===== src/rtl/keypad_pkg.sv =====
// Shared key codes, debounce state encoding and the matrix position-to-code map
// for the 4x4 keypad scanner.
package keypad_pkg;

    typedef logic [4:0] key_code_t;

    localparam key_code_t KEY_0     = 5'd0;
    localparam key_code_t KEY_1     = 5'd1;
    localparam key_code_t KEY_2     = 5'd2;
    localparam key_code_t KEY_3     = 5'd3;
    localparam key_code_t KEY_4     = 5'd4;
    localparam key_code_t KEY_5     = 5'd5;
    localparam key_code_t KEY_6     = 5'd6;
    localparam key_code_t KEY_7     = 5'd7;
    localparam key_code_t KEY_8     = 5'd8;
    localparam key_code_t KEY_9     = 5'd9;
    localparam key_code_t KEY_A     = 5'd10;
    localparam key_code_t KEY_B     = 5'd11;
    localparam key_code_t KEY_C     = 5'd12;
    localparam key_code_t KEY_D     = 5'd13;
    localparam key_code_t KEY_STAR  = 5'd14;
    localparam key_code_t KEY_HASH  = 5'd15;
    localparam key_code_t KEY_NONE  = 5'd16;
    localparam key_code_t KEY_MULTI = 5'd17;

    typedef enum logic [1:0] {
        IDLE,
        CAND,
        PRESSED,
        REL
    } db_state_t;

    function automatic key_code_t key_map(input logic [1:0] r, input logic [1:0] c);
        key_code_t k;
        unique case ({r, c})
            4'h0: k = KEY_1;
            4'h1: k = KEY_2;
            4'h2: k = KEY_3;
            4'h3: k = KEY_A;
            4'h4: k = KEY_4;
            4'h5: k = KEY_5;
            4'h6: k = KEY_6;
            4'h7: k = KEY_B;
            4'h8: k = KEY_7;
            4'h9: k = KEY_8;
            4'hA: k = KEY_9;
            4'hB: k = KEY_C;
            4'hC: k = KEY_STAR;
            4'hD: k = KEY_0;
            4'hE: k = KEY_HASH;
            default: k = KEY_D;
        endcase
        return k;
    endfunction

    function automatic logic key_is_single(input key_code_t k);
        return k < KEY_NONE;
    endfunction

endpackage


===== src/rtl/keypad_scanner_if.sv =====
// Keypad matrix lines plus the decoded key outputs; master is the scanner,
// slave is the keypad/consumer side.
interface keypad_scanner_if;
    import keypad_pkg::*;

    logic [3:0] row;
    logic [3:0] col;
    key_code_t  key;
    logic       keypad_pressed;
    logic       key_held;

    modport master (
        input  row,
        output col,
        output key,
        output keypad_pressed,
        output key_held
    );

    modport slave (
        output row,
        input  col,
        input  key,
        input  keypad_pressed,
        input  key_held
    );

endinterface


===== src/rtl/keypad_debounce.sv =====
// Frame-level debounce: turns per-frame key values into an accepted key code,
// a one-clock press strobe and a held flag.
module keypad_debounce
    import keypad_pkg::*;
#(
    parameter int unsigned DEBOUNCE_FRAMES = 4
) (
    input  logic      clk,
    input  logic      rst_n,
    input  key_code_t frame_val,
    input  logic      frame_close,
    output key_code_t key,
    output logic      keypad_pressed,
    output logic      key_held
);

    localparam int unsigned CNT_W = $clog2(DEBOUNCE_FRAMES + 1);

    db_state_t  state;
    key_code_t  cand;
    logic [CNT_W-1:0] cnt;
    logic       last_frame;

    // True when the frame now closing completes the required run length.
    assign last_frame = (32'(cnt) + 32'd1) >= DEBOUNCE_FRAMES;

    always_ff @(posedge clk or negedge rst_n) begin
        if (!rst_n) begin
            state          <= IDLE;
            cand           <= KEY_NONE;
            cnt            <= '0;
            key            <= KEY_NONE;
            keypad_pressed <= 1'b0;
            key_held       <= 1'b0;
        end else begin
            keypad_pressed <= 1'b0;
            if (frame_close) begin
                unique case (state)
                    IDLE: begin
                        if (key_is_single(frame_val)) begin
                            if (DEBOUNCE_FRAMES == 1) begin
                                state          <= PRESSED;
                                key            <= frame_val;
                                key_held       <= 1'b1;
                                keypad_pressed <= 1'b1;
                            end else begin
                                state <= CAND;
                                cand  <= frame_val;
                                cnt   <= CNT_W'(1);
                            end
                        end
                    end
                    CAND: begin
                        if (frame_val == cand) begin
                            if (last_frame) begin
                                state          <= PRESSED;
                                key            <= cand;
                                key_held       <= 1'b1;
                                keypad_pressed <= 1'b1;
                                cnt            <= '0;
                            end else begin
                                cnt <= cnt + CNT_W'(1);
                            end
                        end else if (key_is_single(frame_val)) begin
                            cand <= frame_val;
                            cnt  <= CNT_W'(1);
                        end else begin
                            state <= IDLE;
                            cnt   <= '0;
                        end
                    end
                    PRESSED: begin
                        if (frame_val != key) begin
                            // A single mismatching frame already satisfies a run length of one.
                            if (DEBOUNCE_FRAMES == 1) begin
                                state    <= IDLE;
                                key_held <= 1'b0;
                                cnt      <= '0;
                            end else begin
                                state <= REL;
                                cnt   <= CNT_W'(1);
                            end
                        end
                    end
                    REL: begin
                        if (frame_val == key) begin
                            state <= PRESSED;
                            cnt   <= '0;
                        end else if (last_frame) begin
                            state    <= IDLE;
                            key_held <= 1'b0;
                            cnt      <= '0;
                        end else begin
                            cnt <= cnt + CNT_W'(1);
                        end
                    end
                    default: state <= IDLE;
                endcase
            end
        end
    end

endmodule


===== src/rtl/keypad_scanner.sv =====
// 4x4 keypad scanner: column drive, row synchroniser, per-frame decode and
// debounce, all on the system clock.
module keypad_scanner
    import keypad_pkg::*;
#(
    parameter int unsigned SCAN_DIV        = 27_000,
    parameter int unsigned DEBOUNCE_FRAMES = 4
) (
    input  logic             clk,
    input  logic             rst_n,
    keypad_scanner_if.master kp
);

    localparam int unsigned CW = $clog2(SCAN_DIV);

    logic [3:0]    row_meta;
    logic [3:0]    row_sync;
    logic [CW-1:0] tick_cnt;
    logic          tick;
    logic [1:0]    cidx;

    logic [1:0]    acc_n;
    key_code_t     acc_code;
    logic [2:0]    col_n;
    key_code_t     col_code;
    logic [2:0]    sum_n;
    key_code_t     sum_code;
    key_code_t     frame_now;

    key_code_t     frame_val;
    logic          frame_close;

    assign tick   = (tick_cnt == CW'(SCAN_DIV - 1));
    assign kp.col = ~(4'b0001 << cidx);

    // Low-bit count saturates at 2: only "none / exactly one / several" matters.
    always_comb begin
        col_n    = '0;
        col_code = KEY_NONE;
        for (int unsigned r = 0; r < 4; r++) begin
            if (!row_sync[r]) begin
                if (col_n < 3'd2) col_n = col_n + 3'd1;
                if (col_code == KEY_NONE) col_code = key_map(2'(r), cidx);
            end
        end
        sum_n = {1'b0, acc_n} + col_n;
        if (sum_n > 3'd2) sum_n = 3'd2;
        sum_code = (acc_n != '0) ? acc_code : col_code;
        unique case (sum_n)
            3'd0:    frame_now = KEY_NONE;
            3'd1:    frame_now = sum_code;
            default: frame_now = KEY_MULTI;
        endcase
    end

    always_ff @(posedge clk or negedge rst_n) begin
        if (!rst_n) begin
            row_meta    <= '1;
            row_sync    <= '1;
            tick_cnt    <= '0;
            cidx        <= '0;
            acc_n       <= '0;
            acc_code    <= KEY_NONE;
            frame_val   <= KEY_NONE;
            frame_close <= 1'b0;
        end else begin
            row_meta    <= kp.row;
            row_sync    <= row_meta;
            frame_close <= 1'b0;
            if (tick) begin
                tick_cnt <= '0;
                cidx     <= cidx + 2'd1;
                if (cidx == 2'd3) begin
                    frame_val   <= frame_now;
                    frame_close <= 1'b1;
                    acc_n       <= '0;
                    acc_code    <= KEY_NONE;
                end else begin
                    acc_n    <= sum_n[1:0];
                    acc_code <= sum_code;
                end
            end else begin
                tick_cnt <= tick_cnt + CW'(1);
            end
        end
    end

    keypad_debounce #(
        .DEBOUNCE_FRAMES (DEBOUNCE_FRAMES)
    ) u_debounce (
        .clk            (clk),
        .rst_n          (rst_n),
        .frame_val      (frame_val),
        .frame_close    (frame_close),
        .key            (kp.key),
        .keypad_pressed (kp.keypad_pressed),
        .key_held       (kp.key_held)
    );

endmodule

===== src/flat_wrapper.sv =====
// flat-port wrapper written by rule: the top's interface ports become plain ports
module keypad_scanner_flat import keypad_pkg::*;
#(
    parameter int unsigned SCAN_DIV        = 27_000,
    parameter int unsigned DEBOUNCE_FRAMES = 4
)
  (clk, rst_n, kp_row, kp_col, kp_key, kp_keypad_pressed, kp_key_held);
  keypad_scanner_if kp_i ();
  input  logic clk;
  input  logic rst_n;
  input wire logic [$bits(kp_i.row)-1:0] kp_row;
  output wire logic [$bits(kp_i.col)-1:0] kp_col;
  output wire logic [$bits(kp_i.key)-1:0] kp_key;
  output wire logic [$bits(kp_i.keypad_pressed)-1:0] kp_keypad_pressed;
  output wire logic [$bits(kp_i.key_held)-1:0] kp_key_held;
  assign kp_i.row = kp_row;
  assign kp_col = kp_i.col;
  assign kp_key = kp_i.key;
  assign kp_keypad_pressed = kp_i.keypad_pressed;
  assign kp_key_held = kp_i.key_held;
  keypad_scanner #(.SCAN_DIV(SCAN_DIV), .DEBOUNCE_FRAMES(DEBOUNCE_FRAMES)) u_core (.clk(clk), .rst_n(rst_n), .kp(kp_i));
endmodule

===== config.mk =====
export PLATFORM = sky130hd
export DESIGN_NAME = keypad_scanner_flat
export DESIGN_NICKNAME = d
export VERILOG_FILES = /design/src/rtl/keypad_pkg.sv /design/src/rtl/keypad_scanner_if.sv /design/src/rtl/keypad_debounce.sv /design/src/rtl/keypad_scanner.sv /design/src/flat_wrapper.sv
export SDC_FILE = /design/constraint.sdc
export NUM_CORES = 1
export LEC_CHECK = 0
export ABC_AREA = 1
export ABC_CLOCK_PERIOD_IN_PS = 3780
export BUFFER_PORTS_ARGS = -buffer_cell sky130_fd_sc_hd__buf_2
export CAP_MARGIN = 10
export CORE_ASPECT_RATIO = 0.9
export CORE_MARGIN = 2
export CORE_UTILIZATION = 45
export DETAILED_ROUTE_END_ITERATION = 6
export PLACE_DENSITY_LB_ADDON = 0.1
export SYNTH_ARGS = -nofsm -noshare
export SYNTH_HDL_FRONTEND = slang
export SYNTH_SLANG_ARGS = --single-unit

===== constraint.sdc =====
create_clock -name clk -period 3.78 [get_ports clk]
set_input_delay 0.756 -clock clk [delete_from_list [all_inputs] [get_ports clk]]
set_output_delay 0.756 -clock clk [all_outputs]
set_load 0.02 [all_outputs]

==> metrics <==
status finished clean; commonest non-fill, non-tap cell in the layout nand2_1; drt via density 4.76; CTS max path bufs 2; initial antenna violation count 0; Die Y 82.1 µm; Yosys cell types 34; per-cell routed wire length between 10 and 15 µm; Hold Path Class flip-flop to flip-flop; Worst Skew between 0.01 and 0.015 ns; GRT overflow 0; CTS tree built; Final nets approximately 430; maxcap violations 0; drt total wl 5660 µm; # rows 28; sequential share of the synthesized area about 46%; Slew Limit Fails 0; Final min period roughly 2.7 ns; die footprint between 0.007 and 0.008 mm²; Max IR drop VDD 0.000157 V; largest net degree at the start of global routing 28; post-CTS sizing 0; Mapped Area around 0.0030 mm²; Initial DRC Count 94; synthesis warning total 0; Sw Share a little under a quarter; Final Hold Fails 0; maximum clock frequency 368 MHz; critical path type flip-flop to flip-flop; CP startpoint kind flip-flop; area grow syn2layout 9.44%; Skew-Pair Late Insertion Delay 0.31 ns; Initial Utilization 46.5%; PortBufs 16; setup TNS 0 ns; clock slew at reported path FFs 0.10 ns; Min Hold Slack between 0.3 and 0.4 ns; setup violators final 0; Detailed Place HPWL around 4300 µm; Comb power frac 5.2%; vias in the first global route roughly 2,300; syn_nets 406; Pre-antenna DRT Iters 4; # DRC 0; Die X 90.8 µm; Mapped Cells around 390; ANT nets after route 0; cell area after layout 0.00334 mm²; Root Buffer clkbuf_8; CP Data Arrival Time 2.97 ns; Slew HR 57.4%; CTS Hold Buffers Added 0; most frequent cells in the layout nand2_1, inv_1, nor2_1, dfrtp_1, nand3_1; Flop pwr share between 60% and 70%; Least-Margin Pin Slew 0.639 ns; worst path required time 4.03 ns; placed cell area about 0.0032 mm²; fill count 661; Seq cells post-synth 55; diode count 0; # clock sinks 55; CP Max Fanout 7; via count around 2,400; Clk network pwr share 33.6%; Placeable Area around 0.0066 mm²; Boundary Pins 17; first-pass GRT wire length 10,600 µm; Syn Area/Cell 7.92 µm²; internal cell power 746 µW; Worst Setup End Kind flip-flop; setup bufs post-CTS 0; PD cells 294 mW/mm²; period utilization a little under three quarters; GR Util All Layers 17.7%; GPL Wtd Cong approximately 0.83; TritonCTS Buffers 5; leakage power 1.75 nW; RSZ-0062 raised after global routing no; Switch Pwr about 230 µW; fraction of layout cells with a size suffix above 1 about 15%; htree depth 2
power groups by stage:
stage,Clock (mW),Combinational (mW),Sequential [mW]
3_5_place_dp,0,0.0526,0.611
2_1_floorplan,0,0.0307,0.610
4_1_cts,0.345,0.0528,0.600
5_1_grt,0.373,0.0602,0.601
6_report,0.329,0.0510,0.600
3_3_place_gp,0,0.0519,0.610
cell type report:
| cell class | instances | area, µm² | share of cell area (%) |
|---|---|---|---|
| clock inverter | 2 | 17.5 | 0.525 |
| multi-input combinational | 265 | 1410 | 42.3 |
| tap | 90 | 113 | 3.38 |
| timing repair buffer | 18 | 95.1 | 2.85 |
| clock buffer | 6 | 72.6 | 2.18 |
| sequential | 55 | 1390 | 41.7 |
| inverter | 63 | 236 | 7.09 |
critical path: stages, from the launching register on:
cell and delay [ns]:
dfstp_2 0.60, inv_1 0.07, ha_1 0.29, nand2_1 0.06, o21ai_0 0.13, ha_1 0.32
nand2_1 0.06, nand2_1 0.07, fa_1 0.40, nand2_1 0.07, nand2_1 0.07, nor2_2 0.11
nand2_2 0.09, nor2_4 0.12, nand3_1 0.10, nand2_1 0.06, inv_1 0.03
sequential cells by signal, summed over array words and instances (netlist names):
| name | cells |
|---|---|
| u_core.row_sync | 4 |
| u_core.u_debounce.state | 2 |
| u_core.u_debounce.key | 5 |
| u_core.acc_n | 2 |
| u_core.tick_cnt | 15 |
| u_core.acc_code | 5 |
| u_core.u_debounce.keypad_pressed | 1 |
| u_core.row_meta | 4 |
| u_core.u_debounce.cand | 5 |
| u_core.u_debounce.key_held | 1 |
| u_core.frame_close | 1 |
| u_core.u_debounce.cnt | 3 |
| u_core.cidx | 2 |
| u_core.frame_val | 5 |
routing by layer:
layer / vias up / track usage (%) / part of all wire [%]
met2: 40 / 29.9 / 44
li1: 1260 / - / -
met4: 0 / 4.62 / 0.83
met3: 5 / 2.75 / 3.1
met1: 1070 / 24.2 / 52
met5: - / 0 / 0
per-stage QoR:
stage	total power [mW]	util, %	instances	worst slack [ns]
floorplan	0.641	-	385	1.26
global placement	0.662	49.5	491	1.14
detailed placement	0.664	49.5	491	1.05
CTS	0.998	50.9	499	1.04
global route	1.03	50.9	499	0.816
finish	0.980	50.9	499	1.06
cells in the mapped netlist:
cell | n | area share, %
nand4_1 | 11 | 2.3
nand3b_1 | 2 | 0.49
o21ai_2 | 1 | 0.29
inv_1 | 56 | 6.9
o22ai_1 | 1 | 0.21
nand2_2 | 1 | 0.21
nand3_2 | 2 | 0.66
nor2_4 | 3 | 1.1
nor4_1 | 1 | 0.21
dfstp_2 | 12 | 10
xnor2_1 | 2 | 0.57
xor2_1 | 10 | 2.9
a22oi_1 | 1 | 0.25
nor3_1 | 8 | 1.3
a31oi_1 | 1 | 0.21
nor2_1 | 45 | 5.5
clkbuf_2 | 1 | 0.16
o21ai_0 | 21 | 3.4
inv_2 | 6 | 0.74
buf_2 | 1 | 0.16
nor2_2 | 4 | 0.82
dfrtp_1 | 43 | 35
nand2_1 | 92 | 11
o21bai_2 | 1 | 0.37
ha_1 | 14 | 5.7
or2_2 | 4 | 0.82
o211ai_1 | 1 | 0.25
nand3_1 | 26 | 4.3
a21boi_2 | 1 | 0.37
a21oi_1 | 7 | 1.1
fa_1 | 1 | 0.66
nand2_4 | 1 | 0.37
o21ai_1 | 3 | 0.49
clkinv_1 | 1 | 0.12
logic make-up after synthesis:
| kind of cell | count (synthesis) | share of synthesized area, % |
|---|---|---|
| and+or+nand+nor | 200 | 29.4 |
| buffers and inverters | 65 | 8.09 |
| AOI/OAI and AO/OA | 38 | 7.02 |
| DFF | 55 | 45.6 |
| adders and majority gates | 15 | 6.40 |
| xor gates and xnor gates | 12 | 3.45 |
path summary, 6_finish.rpt:
path / start / endpoint / slack [ns] / cells past startpoint
setup / recovery: u_core.row_sync[0] / u_core.frame_val[4] / 1.06 / 16
hold / removal: u_core.row_meta[0] / u_core.row_sync[0] / 0.36 / 0
setup reg to reg: u_core.row_sync[0] / u_core.frame_val[4] / 1.06 / 16
hold reg to reg: u_core.row_meta[0] / u_core.row_sync[0] / 0.36 / 0
max in group asynchronous: rst_n / u_core.u_debounce.cand[4] / 2.52 / 2
min in group asynchronous: rst_n / u_core.u_debounce.key[0] / 0.45 / 1
Power figures use the tool's default switching activity.
